### src/rtl/imem_boot_loader.sv
// Byte-stream boot loader for the mips_16 core: assembles {hi,lo} words into
// instruction memory, verifies an XOR checksum, then releases the core from reset.
module imem_boot_loader #(
    parameter int ADDR_W      = 4,
    parameter int HOLD_CYCLES = 4
) (
    input  logic              clk,
    input  logic              reset,
    input  logic              in_valid,
    input  logic [7:0]        in_data,
    output logic              in_ready,
    output logic              imem_we,
    output logic [ADDR_W-1:0] imem_addr,
    output logic [15:0]       imem_wdata,
    output logic              cpu_reset,
    output logic              done,
    output logic              error,
    output logic [ADDR_W:0]   words_loaded
);

    localparam int DEPTH  = 2 ** ADDR_W;
    localparam int CNT_W  = ADDR_W + 1;
    localparam int HOLD_W = (HOLD_CYCLES > 1) ? $clog2(HOLD_CYCLES) : 1;
    localparam logic [HOLD_W-1:0] HOLD_LOAD = HOLD_W'(HOLD_CYCLES - 1);

    typedef enum logic [2:0] {
        IDLE,
        LOAD_HI,
        LOAD_LO,
        CHECK,
        HOLD,
        RUN,
        ERR
    } state_t;

    state_t            state;
    logic [CNT_W-1:0]  word_count;
    logic [CNT_W-1:0]  index;
    logic [CNT_W-1:0]  index_next;
    logic [7:0]        hi_byte;
    logic [7:0]        checksum;
    logic [HOLD_W-1:0] hold_cnt;
    logic              accept;
    logic              header_ok;

    assign in_ready = (state == IDLE) || (state == LOAD_HI) ||
                      (state == LOAD_LO) || (state == CHECK);
    assign accept       = in_valid && in_ready;
    assign header_ok    = (in_data != 8'd0) && (int'(in_data) <= DEPTH);
    assign index_next   = index + CNT_W'(1);
    // Every accepted low byte writes exactly one word, so the index doubles as the count.
    assign words_loaded = index;

    // NOTE: all state below uses non-blocking assignments so every register
    // samples the pre-edge values of its peers, independent of statement order.
    always_ff @(posedge clk) begin
        if (!reset) begin
            state      <= IDLE;
            word_count <= '0;
            index      <= '0;
            hi_byte    <= '0;
            checksum   <= '0;
            hold_cnt   <= '0;
            imem_we    <= 1'b0;
            imem_addr  <= '0;
            imem_wdata <= '0;
            cpu_reset  <= 1'b1;
            done       <= 1'b0;
            error      <= 1'b0;
        end else begin
            imem_we <= 1'b0;
            case (state)
                IDLE: begin
                    if (accept) begin
                        if (header_ok) begin
                            word_count <= CNT_W'(in_data);
                            index      <= '0;
                            checksum   <= '0;
                            state      <= LOAD_HI;
                        end else begin
                            error <= 1'b1;
                            state <= ERR;
                        end
                    end
                end
                LOAD_HI: begin
                    if (accept) begin
                        hi_byte  <= in_data;
                        checksum <= checksum ^ in_data;
                        state    <= LOAD_LO;
                    end
                end
                LOAD_LO: begin
                    if (accept) begin
                        checksum   <= checksum ^ in_data;
                        imem_we    <= 1'b1;
                        imem_addr  <= index[ADDR_W-1:0];
                        imem_wdata <= {hi_byte, in_data};
                        index      <= index_next;
                        state      <= (index_next < word_count) ? LOAD_HI : CHECK;
                    end
                end
                CHECK: begin
                    if (accept) begin
                        if (in_data == checksum) begin
                            hold_cnt <= HOLD_LOAD;
                            state    <= HOLD;
                        end else begin
                            error <= 1'b1;
                            state <= ERR;
                        end
                    end
                end
                HOLD: begin
                    if (hold_cnt == '0) begin
                        cpu_reset <= 1'b0;
                        done      <= 1'b1;
                        state     <= RUN;
                    end else begin
                        hold_cnt <= hold_cnt - HOLD_W'(1);
                    end
                end
                RUN: begin
                    cpu_reset <= 1'b0;
                    done      <= 1'b1;
                end
                ERR: begin
                    error     <= 1'b1;
                    cpu_reset <= 1'b1;
                end
                default: state <= IDLE;
            endcase
        end
    end

    // Output invariants that hold in every reachable state.
    done_releases_core: assert property (@(posedge clk) disable iff (!reset)
        done |-> (!cpu_reset && !error));
    error_holds_core: assert property (@(posedge clk) disable iff (!reset)
        error |-> cpu_reset);
    write_only_while_loading: assert property (@(posedge clk) disable iff (!reset)
        imem_we |-> (!error && !done && cpu_reset));

endmodule

### config.mk
export PLATFORM = sky130hd
export DESIGN_NAME = imem_boot_loader
export DESIGN_NICKNAME = d
export VERILOG_FILES = /design/src/rtl/imem_boot_loader.sv
export SDC_FILE = /design/constraint.sdc
export NUM_CORES = 1
export LEC_CHECK = 0
export ABC_AREA = 1
export BUFFER_PORTS_ARGS = -buffer_cell sky130_fd_sc_hd__buf_2
export CAP_MARGIN = 20
export CELL_PAD_IN_SITES_DETAIL_PLACEMENT = 1
export CELL_PAD_IN_SITES_GLOBAL_PLACEMENT = 2
export CORE_MARGIN = 8
export CORE_UTILIZATION = 34
export DETAILED_ROUTE_END_ITERATION = 10
export PLACE_DENSITY_LB_ADDON = 0.1
export SETUP_SLACK_MARGIN = 0.4
export SYNTH_ARGS = -nofsm -noshare
export SYNTH_HDL_FRONTEND = slang
export SYNTH_SLANG_ARGS = --single-unit
### constraint.sdc
create_clock -name clk -period 3.28 [get_ports clk]
set_input_delay 0.492 -clock clk [delete_from_list [all_inputs] [get_ports clk]]
set_output_delay 0.492 -clock clk [all_outputs]
set_load 0.02 [all_outputs]
Word-level counts from Yosys, hierarchy flattened
Cells that the tools add are included.
Cells by class
  $add $sub $neg: 2
  muxes and demuxes: 31
  bitwise operators: 2
  equality and inequality tests: 18
  reductions and logical operators: 27
  $lt $le $gt $ge: 2
Operators with widths (count)
  2-to-1 mux 8 bit: 3
  2-to-1 mux 3 bit: 6
  inequality test 2 bit, second input constant: 9
  one-hot mux 3 bit (6 select lines): 1
  one-hot mux 8 bit (2 select lines): 1
  2-to-1 mux 5 bit: 3
  AND reduction 4 bit: 3
  2-to-1 mux 2 bit: 5
  one-hot mux 5 bit (2 select lines): 1
  AND reduction 2 bit: 5
  equality test 3 bit, second input constant: 3
  equality test 8 bit: 1
  less-or-equal comparator 8 x 5 -> 1 bit, second input constant: 1
  nonzero test 2 bit: 4
  nonzero test 8 bit: 1
  XOR 8 bit: 1
  2-to-1 mux 1 bit: 7
  equality test 3 x 2 -> 1 bit, second input constant: 2
  one-hot mux 1 bit (3 select lines): 2
  AND reduction 6 bit: 1
  nonzero test 3 bit: 2
  adder 5 x 1 -> 5 bit, second input constant: 1
  < comparator 5 bit: 1
  AND reduction 5 bit: 1
  other kinds (12): 17
Storage, ports and cells
  bits in registers: 55
  input bits: 11
  word-level logic and storage cells: 94
  output and inout port bits: 30

Longest topological paths before layout
Gate-level depths: netlist of run 1.
  depth after elaboration: 7
  mapped depth: 13
  gate-level depth less buffers: 13

Worst setup path after synthesis of run 1
No wires, ideal clock.
  kind: register to register
  start point: register index[1] (netlist: words_loaded[1])
  end point: register state[1]
  setup time: 0.124 ns
  clock period less this slack: 1.903 ns
  path slack: 1.377 ns
  data required time: 3.156 ns
  arrival time: 1.779 ns
  cell stages (with the launch flop): 14
  path buffers: 0
  cell sequence: dfxtp_1 -> ha_1 -> nand3_1 -> xor2_1 -> inv_1 -> ha_1 -> nand2_1 -> inv_1 -> nand2_1 -> nand3_1 -> a21oi_1 -> nand3_1 -> nand2_1 -> a21oi_1
On the way
  longest elaborated chain between the ends: 5
Ends and longest elaborated chain
  from (decl): line 38  | logic [CNT_W-1:0] index;
  from (signal assigned): line 99  | index <= index_next;
  adder 5 x 1 -> 5 bit: line 50  | assign index_next = index + CNT_W'(1);
  < comparator 5 bit: line 100  | state <= (index_next < word_count) ? LOAD_HI : CHECK;
  2-to-1 mux 2 bit: line 100
  2-to-1 mux 3 bit: line 94  | if (accept) begin
  one-hot mux 3 bit (6 select lines): line 72  | case (state)
  to (signal assigned): line 100
  to (decl): line 36  | state_t state;
Every way passes these cells. The select of a mux whose other input is x is not followed.
A chain may end at the register's enable or synchronous reset.

Final worst setup path of run 1
  start point: register index[0] (netlist: words_loaded[0])
  end point: register state[1]
Same word-level chain as after synthesis.

==> results of run 1 <==
[tightest hold or removal path, cell delays in order, from the launching register on]
cell and delay (ns):
dfxtp_1 0.32, inv_1 0.05, a21oi_1 0.05
[layout make-up]
| class | count | area share, % |
|---|---|---|
| multi-input combinational | 232 | 40.2 |
| sequential | 55 | 38.3 |
| timing repair buffer | 41 | 7.22 |
| inverter | 46 | 6.00 |
| tap | 99 | 4.30 |
| clock buffer | 5 | 2.39 |
| clock inverter | 3 | 1.61 |
[per-stage QoR]
step / utilization [%] / setup slack [ns]
floorplan: - / 1.38
global placement: 38.3 / 1.25
detailed placement: 38.3 / 1.28
CTS: 39.9 / 1.27
global route: 39.9 / 1.07
finish: 39.9 / 1.31
[flip-flops by register name, summed over array words and instances, names as in the netlist]
register	count
imem_we	1
done	1
error	1
word_count	5
words_loaded	5
cpu_reset	1
checksum	8
imem_wdata	16
imem_addr	4
state	3
hi_byte	8
hold_cnt	2
[power breakdown]
part	switching [mW]	internal [mW]
Combinational	0.564	0.257
Clock	0.243	0.231
Sequential	0.0970	0.811
[placed cells by master (no fill, tap or decap), drive strengths merged]
cell and count:
nand2 71, dfxtp 55, nor2 48, inv 47, o21ai 44, buf 41, a21oi 38, nand3 15
ha 6, clkbuf 5, xor2 2, nand4 2, nor3 2, xnor2 1, a211oi 1, o22ai 1
o21a 1, clkinvlp 1, bufinv 1
[worst min path at each step]
stage | to | slack (ns) | cells after the start
2_1_floorplan | hold_cnt[0] | 0.40 | 1
3_3_place_gp | hold_cnt[0] | 0.41 | 1
3_5_place_dp | hold_cnt[0] | 0.42 | 1
4_1_cts | hold_cnt[0] | 0.44 | 1
5_1_grt | word_count[0] | 0.47 | 2
6_report | word_count[0] | 0.45 | 2
[layer usage]
metal | vias up | part of all wire, % | global-route usage (%)
met2 | 32 | 46 | 23.7
li1 | 1171 | - | -
met4 | 0 | 1.1 | 3.05
met5 | - | 0 | 0
met3 | 7 | 4.5 | 3.20
met1 | 1029 | 48 | 16.6
[kinds of logic after synthesis]
kind of cell | Yosys count | share of synthesized area, %
xor+xnor | 3 | 1.04
compound gates | 85 | 17.5
flops | 55 | 43.7
simple gates | 138 | 24.5
fa+ha+maj | 6 | 2.98
buf+inv | 58 | 10.3
==> impl_metrics.tcl, run 1 <==
set metrics [dict create \
    status "completed" \
    grt_max_degree 33 \
    antenna_found_initial 0 \
    std_cell_rows 31 \
    fillers 932 \
    max_slew_margin_pct 59.5 \
    synthTopCellsByCount "nand2_1, dfxtp_1, inv_1" \
    die_height_um 102 \
    track_usage_pct 13.6 \
    multi_input_area_um2 1160 \
    ctsRootBufferMaster "clkbuf_8" \
    drive_above_1_share_pct 19.1 \
    critPathBufInv 2 \
    critPathMaxStageDelay_ns 0.44 \
    cts_buffer_depth 2 \
    crit_slowest_cell "dfxtp_1" \
    routed_wl_um 6580 \
    clk_pin_slew_ns 0.11 \
    fin_skew_ns 0.0110 \
    cts_resized 0 \
    endpoint_kind "register" \
    cts_tree "done" \
    worstRegToRegCells 13 \
    num_vias 2239 \
    async_flop_share_pct 0 \
    final_hold_viol_count 0 \
    stdcell_area_um2 2880 \
    placed_area_um2 2760 \
    dpl.cell_count 473 \
    hpwl_um 5070 \
    drc 0 \
    tns_ns 0 \
    crit_start "words_loaded[0]" \
    period_share_pct 60.0 \
    r2r-start "words_loaded[0]" \
    routabilityCongestion 0.781 \
    maxSlewViolCount 0 \
    max-cap-violations 0 \
    ys.flop_type "dfxtp_1" \
    cts_buffers 5 \
    ys_seq_elements 55 \
    r2r_end "state[1]" \
    holdBufCountCts 0 \
    irDropWorstVdd_mv 0.273 \
    antenna-diode-count 0 \
    synth_enable_flop_cells 0 \
    fp.dieW_um 102 \
    tightest_slew_ns 0.606 \
    grt_pass1_wl_um 11600 \
    synth_cell_types 26 \
    drt_iter0_markers 41 \
    netlist.area_leader.share_pct 43.7 \
    insertion_delay_ns 0.31 \
    worstSetupPathType "register to register" \
    synth_most_common_cell "nand2_1" \
    critical_path_arrival_ns 2.17 \
    power.leakage_nw 1.41 \
    path_max_fanout 5 \
    drt_pass1_iterations 4 \
    cpLargestDelayFamily "adder cells" \
    fmax_ghz 0.508 \
    die_area_um2 10400 \
    initial_core_util_pct 34.9 \
    rsz0062_at_grt "no" \
    postCtsSetupBuffers 0 \
    ys_seq_area_share_pct 43.7 \
    critPathLaunchType "register" \
    hold_path.class "register to register" \
    synth.largest_area_cell "dfxtp_1" \
    viasPerCell 4.65 \
    wire_per_inst_um 13.7 \
    portBuffers 40 \
    powerDensity_nw_per_um2 765 \
    ios 41 \
    p_total_mw 2.20 \
    r2r_slack_ns 1.31 \
    grt.overflow.total 0 \
    setup_viol 0 \
    clock-sinks 55 \
    instances_no_fill 481 \
    avgSynthCellArea_um2 7.30 \
    hold_path_startpoint "word_count[0]" \
    layout.nets 398 \
    crit_chain "ha_1 -> nand3_1 -> xor2_1 -> inv_1 -> ha_1 -> nand2_1 -> inv_1 -> nand2_1 -> nand3_1 -> a21oi_1 -> nand3_1 -> nand2_1 -> a21oi_1" \
    min_period_ns 1.97 \
    fp.coreArea_um2 7210 \
    synthToLayoutAreaGrowth_pct 14.3 \
    worst-path-stages 13 \
    h-tree-depth 2 \
    timing.hold.ws_ns 0.448 \
    ff_latch_area_um2 1100 \
    syn_inst 345 \
    yosys_warnings 0 \
    synthTopCellsByArea "dfxtp_1, nand2_1, o21ai_0" \
    syn_nets 362 \
    postRouteAntennaNets 0 \
    grt_pass1_vias 2447 \
    syn_area_um2 2520 \
    cp.required_ns 3.48 \
    crit_end "state[1]" \
]
(Power assumes the default switching activity.)
==> run 2, diff against run 1 <==
CORE_UTILIZATION = 31   (was 34)
clock period = 1.9 ns   (was 3.28 ns; I/O delays follow)
==> run 2 against run 1 <==
  * Total power up 71%
  * Global-route usage down 0.59 points
  * Critical path depth unchanged
  * Clock power up 50%
  * Non-clock buffer count up 7
  * Combinational power up 79%
  * Clock skew down 0.0021 ns
  * Die area up 8.1%
  * Highest routed layer unchanged
==> impl_metrics.tcl, run 2 (same netlist as run 1, synthesis figures left out) <==
set metrics [dict create \
    power.leakage_nw 1.45 \
    setup_viol 0 \
    cts_buffer_depth 2 \
    clk_pin_slew_ns 0.11 \
    critPathMaxStageDelay_ns 0.37 \
    final_hold_viol_count 0 \
    postRouteAntennaNets 0 \
    worst-path-stages 13 \
    max_slew_margin_pct 71.7 \
    drt_pass1_iterations 4 \
    crit_start "words_loaded[1]" \
    grt.overflow.total 0 \
    r2r_end "state[1]" \
    final_util_pct 37.2 \
    critPathLaunchType "register" \
    hpwl_um 5220 \
    hold_path.class "input port to register" \
    fmax_ghz 0.569 \
    grt_pass1_wl_um 12100 \
    ios 41 \
    clock-sinks 55 \
    tightest_slew_ns 0.422 \
    p_total_mw 3.76 \
    antenna-diode-count 0 \
    top_regs "imem_wdata (16), checksum (8), hi_byte (8)" \
    cp.required_ns 2.11 \
    layout.nets 405 \
    min_period_ns 1.76 \
    regMostFlops "imem_wdata" \
    drt_iter0_markers 43 \
    grt_pass1_vias 2407 \
    fin_skew_ns 0.00890 \
    initial_core_util_pct 31.3 \
    max-cap-violations 0 \
    num_vias 2255 \
    period_share_pct 92.4 \
    r2r_slack_ns 0.14 \
    r2r-start "words_loaded[1]" \
    mostFrequentLayoutCells "nand2_1, dfxtp_1, inv_1, buf_2" \
    insertion_delay_ns 0.32 \
    crit_chain "ha_4 -> nand3_2 -> xor2_1 -> inv_1 -> ha_4 -> nand2_2 -> nor2_1 -> nand2_1 -> nand3_1 -> a21oi_1 -> nand3_1 -> nand2_1 -> a21oi_2" \
    routed_wl_um 6940 \
    grt_max_degree 40 \
    antenna_found_initial 0 \
    powerDensity_nw_per_um2 1250 \
    die_height_um 106 \
    tns_ns 0 \
    drc 0 \
    track_usage_pct 13.1 \
    ctsRootBufferMaster "clkbuf_8" \
    portBuffers 40 \
    timing.hold.ws_ns 0.285 \
    path_max_fanout 2 \
    worstRegToRegCells 13 \
    viasPerCell 4.56 \
    fillers 1056 \
    cpLargestDelayFamily "simple AND/OR/NAND/NOR gates" \
    drive_above_1_share_pct 24.2 \
    std_cell_rows 33 \
    largest_reg_flops 16 \
    synthToLayoutAreaGrowth_pct 19.1 \
    maxSlewViolCount 0 \
    status "completed" \
    die_area_um2 11300 \
    fp.dieW_um 106 \
    critPathBufInv 1 \
    wire_per_inst_um 14.0 \
    crit_end "state[1]" \
    rsz0062_at_grt "yes" \
    worstSetupPathType "register to register" \
    stdcell_area_um2 3000 \
    irDropWorstVdd_mv 0.320 \
    placed_area_um2 2810 \
    critical_path_arrival_ns 1.96 \
    cts_buffers 5 \
    routabilityCongestion 0.799 \
    endpoint_kind "register" \
    h-tree-depth 2 \
    crit_slowest_cell "dfxtp_4" \
    layout_commonest_cell "nand2_1" \
    fp.coreArea_um2 8050 \
    cts_tree "done" \
]
## run 2: layout make-up
cell class / instances / area, um2 / share of cell area (%)
clock buffer: 5 / 68.8 / 2.29
timing repair buffer: 48 / 264 / 8.80
multi-input combinational: 232 / 1220 / 40.7
tap: 105 / 131 / 4.38
clock inverter: 3 / 26.3 / 0.876
inverter: 46 / 175 / 5.84
sequential: 55 / 1110 / 37.1
## run 2: worst reg2reg max path, cell delays in order, from the launching register on
cell	delay, ns
dfxtp_4	0.37
ha_4	0.16
nand3_2	0.07
xor2_1	0.14
inv_1	0.10
ha_4	0.25
nand2_2	0.06
nor2_1	0.04
nand2_1	0.05
nand3_1	0.07
a21oi_1	0.13
nand3_1	0.08
nand2_1	0.08
a21oi_2	0.05
## run 2: repair_timing
action	CTS	global route
pin swaps	3	9
setup buffers	3	1
hold buffers	0	0
resized for setup	8	6
setup endpoints to repair	29	51
gates cloned	0	0
## run 2: how the worst min path moves through the flow
stage | from | endpoint | slack [ns] | depth (start not counted)
6_report | in_data[1] | word_count[1] | 0.28 | 3
4_1_cts | in_data[1] | word_count[1] | 0.27 | 3
2_1_floorplan | hold_cnt[0] | hold_cnt[0] | 0.40 | 1
5_1_grt | in_data[5] | imem_wdata[5] | 0.29 | 3
3_5_place_dp | hold_cnt[0] | hold_cnt[0] | 0.44 | 1
3_3_place_gp | hold_cnt[0] | hold_cnt[0] | 0.41 | 1
## run 2: through the flow
stage | setup WS [ns] | cells
after global placement | 0.135 | 482
after floorplan | 0.186 | 345
after detailed placement | 0.0802 | 482
after CTS | 0.147 | 493
after global routing | 0.0276 | 494
final | 0.144 | 494
## run 2: power by group
| part | internal (mW) | total (mW) | switching [mW] |
|---|---|---|---|
| registers | 1.41 | 1.57 | 0.165 |
| clock network | 0.273 | 0.711 | 0.438 |
| logic | 0.475 | 1.47 | 0.999 |
| total | 2.15 | 3.76 | 1.60 |
## run 2: layer usage
| layer | track usage [%] | vias up | wire, um |
|---|---|---|---|
| met1 | 16.2 | 1040 | 3330 |
| met2 | 22.3 | 27 | 3340 |
| met5 | 0 | - | 0 |
| met4 | 3.32 | 0 | 56 |
| met3 | 2.90 | 5 | 216 |
| li1 | - | 1183 | - |
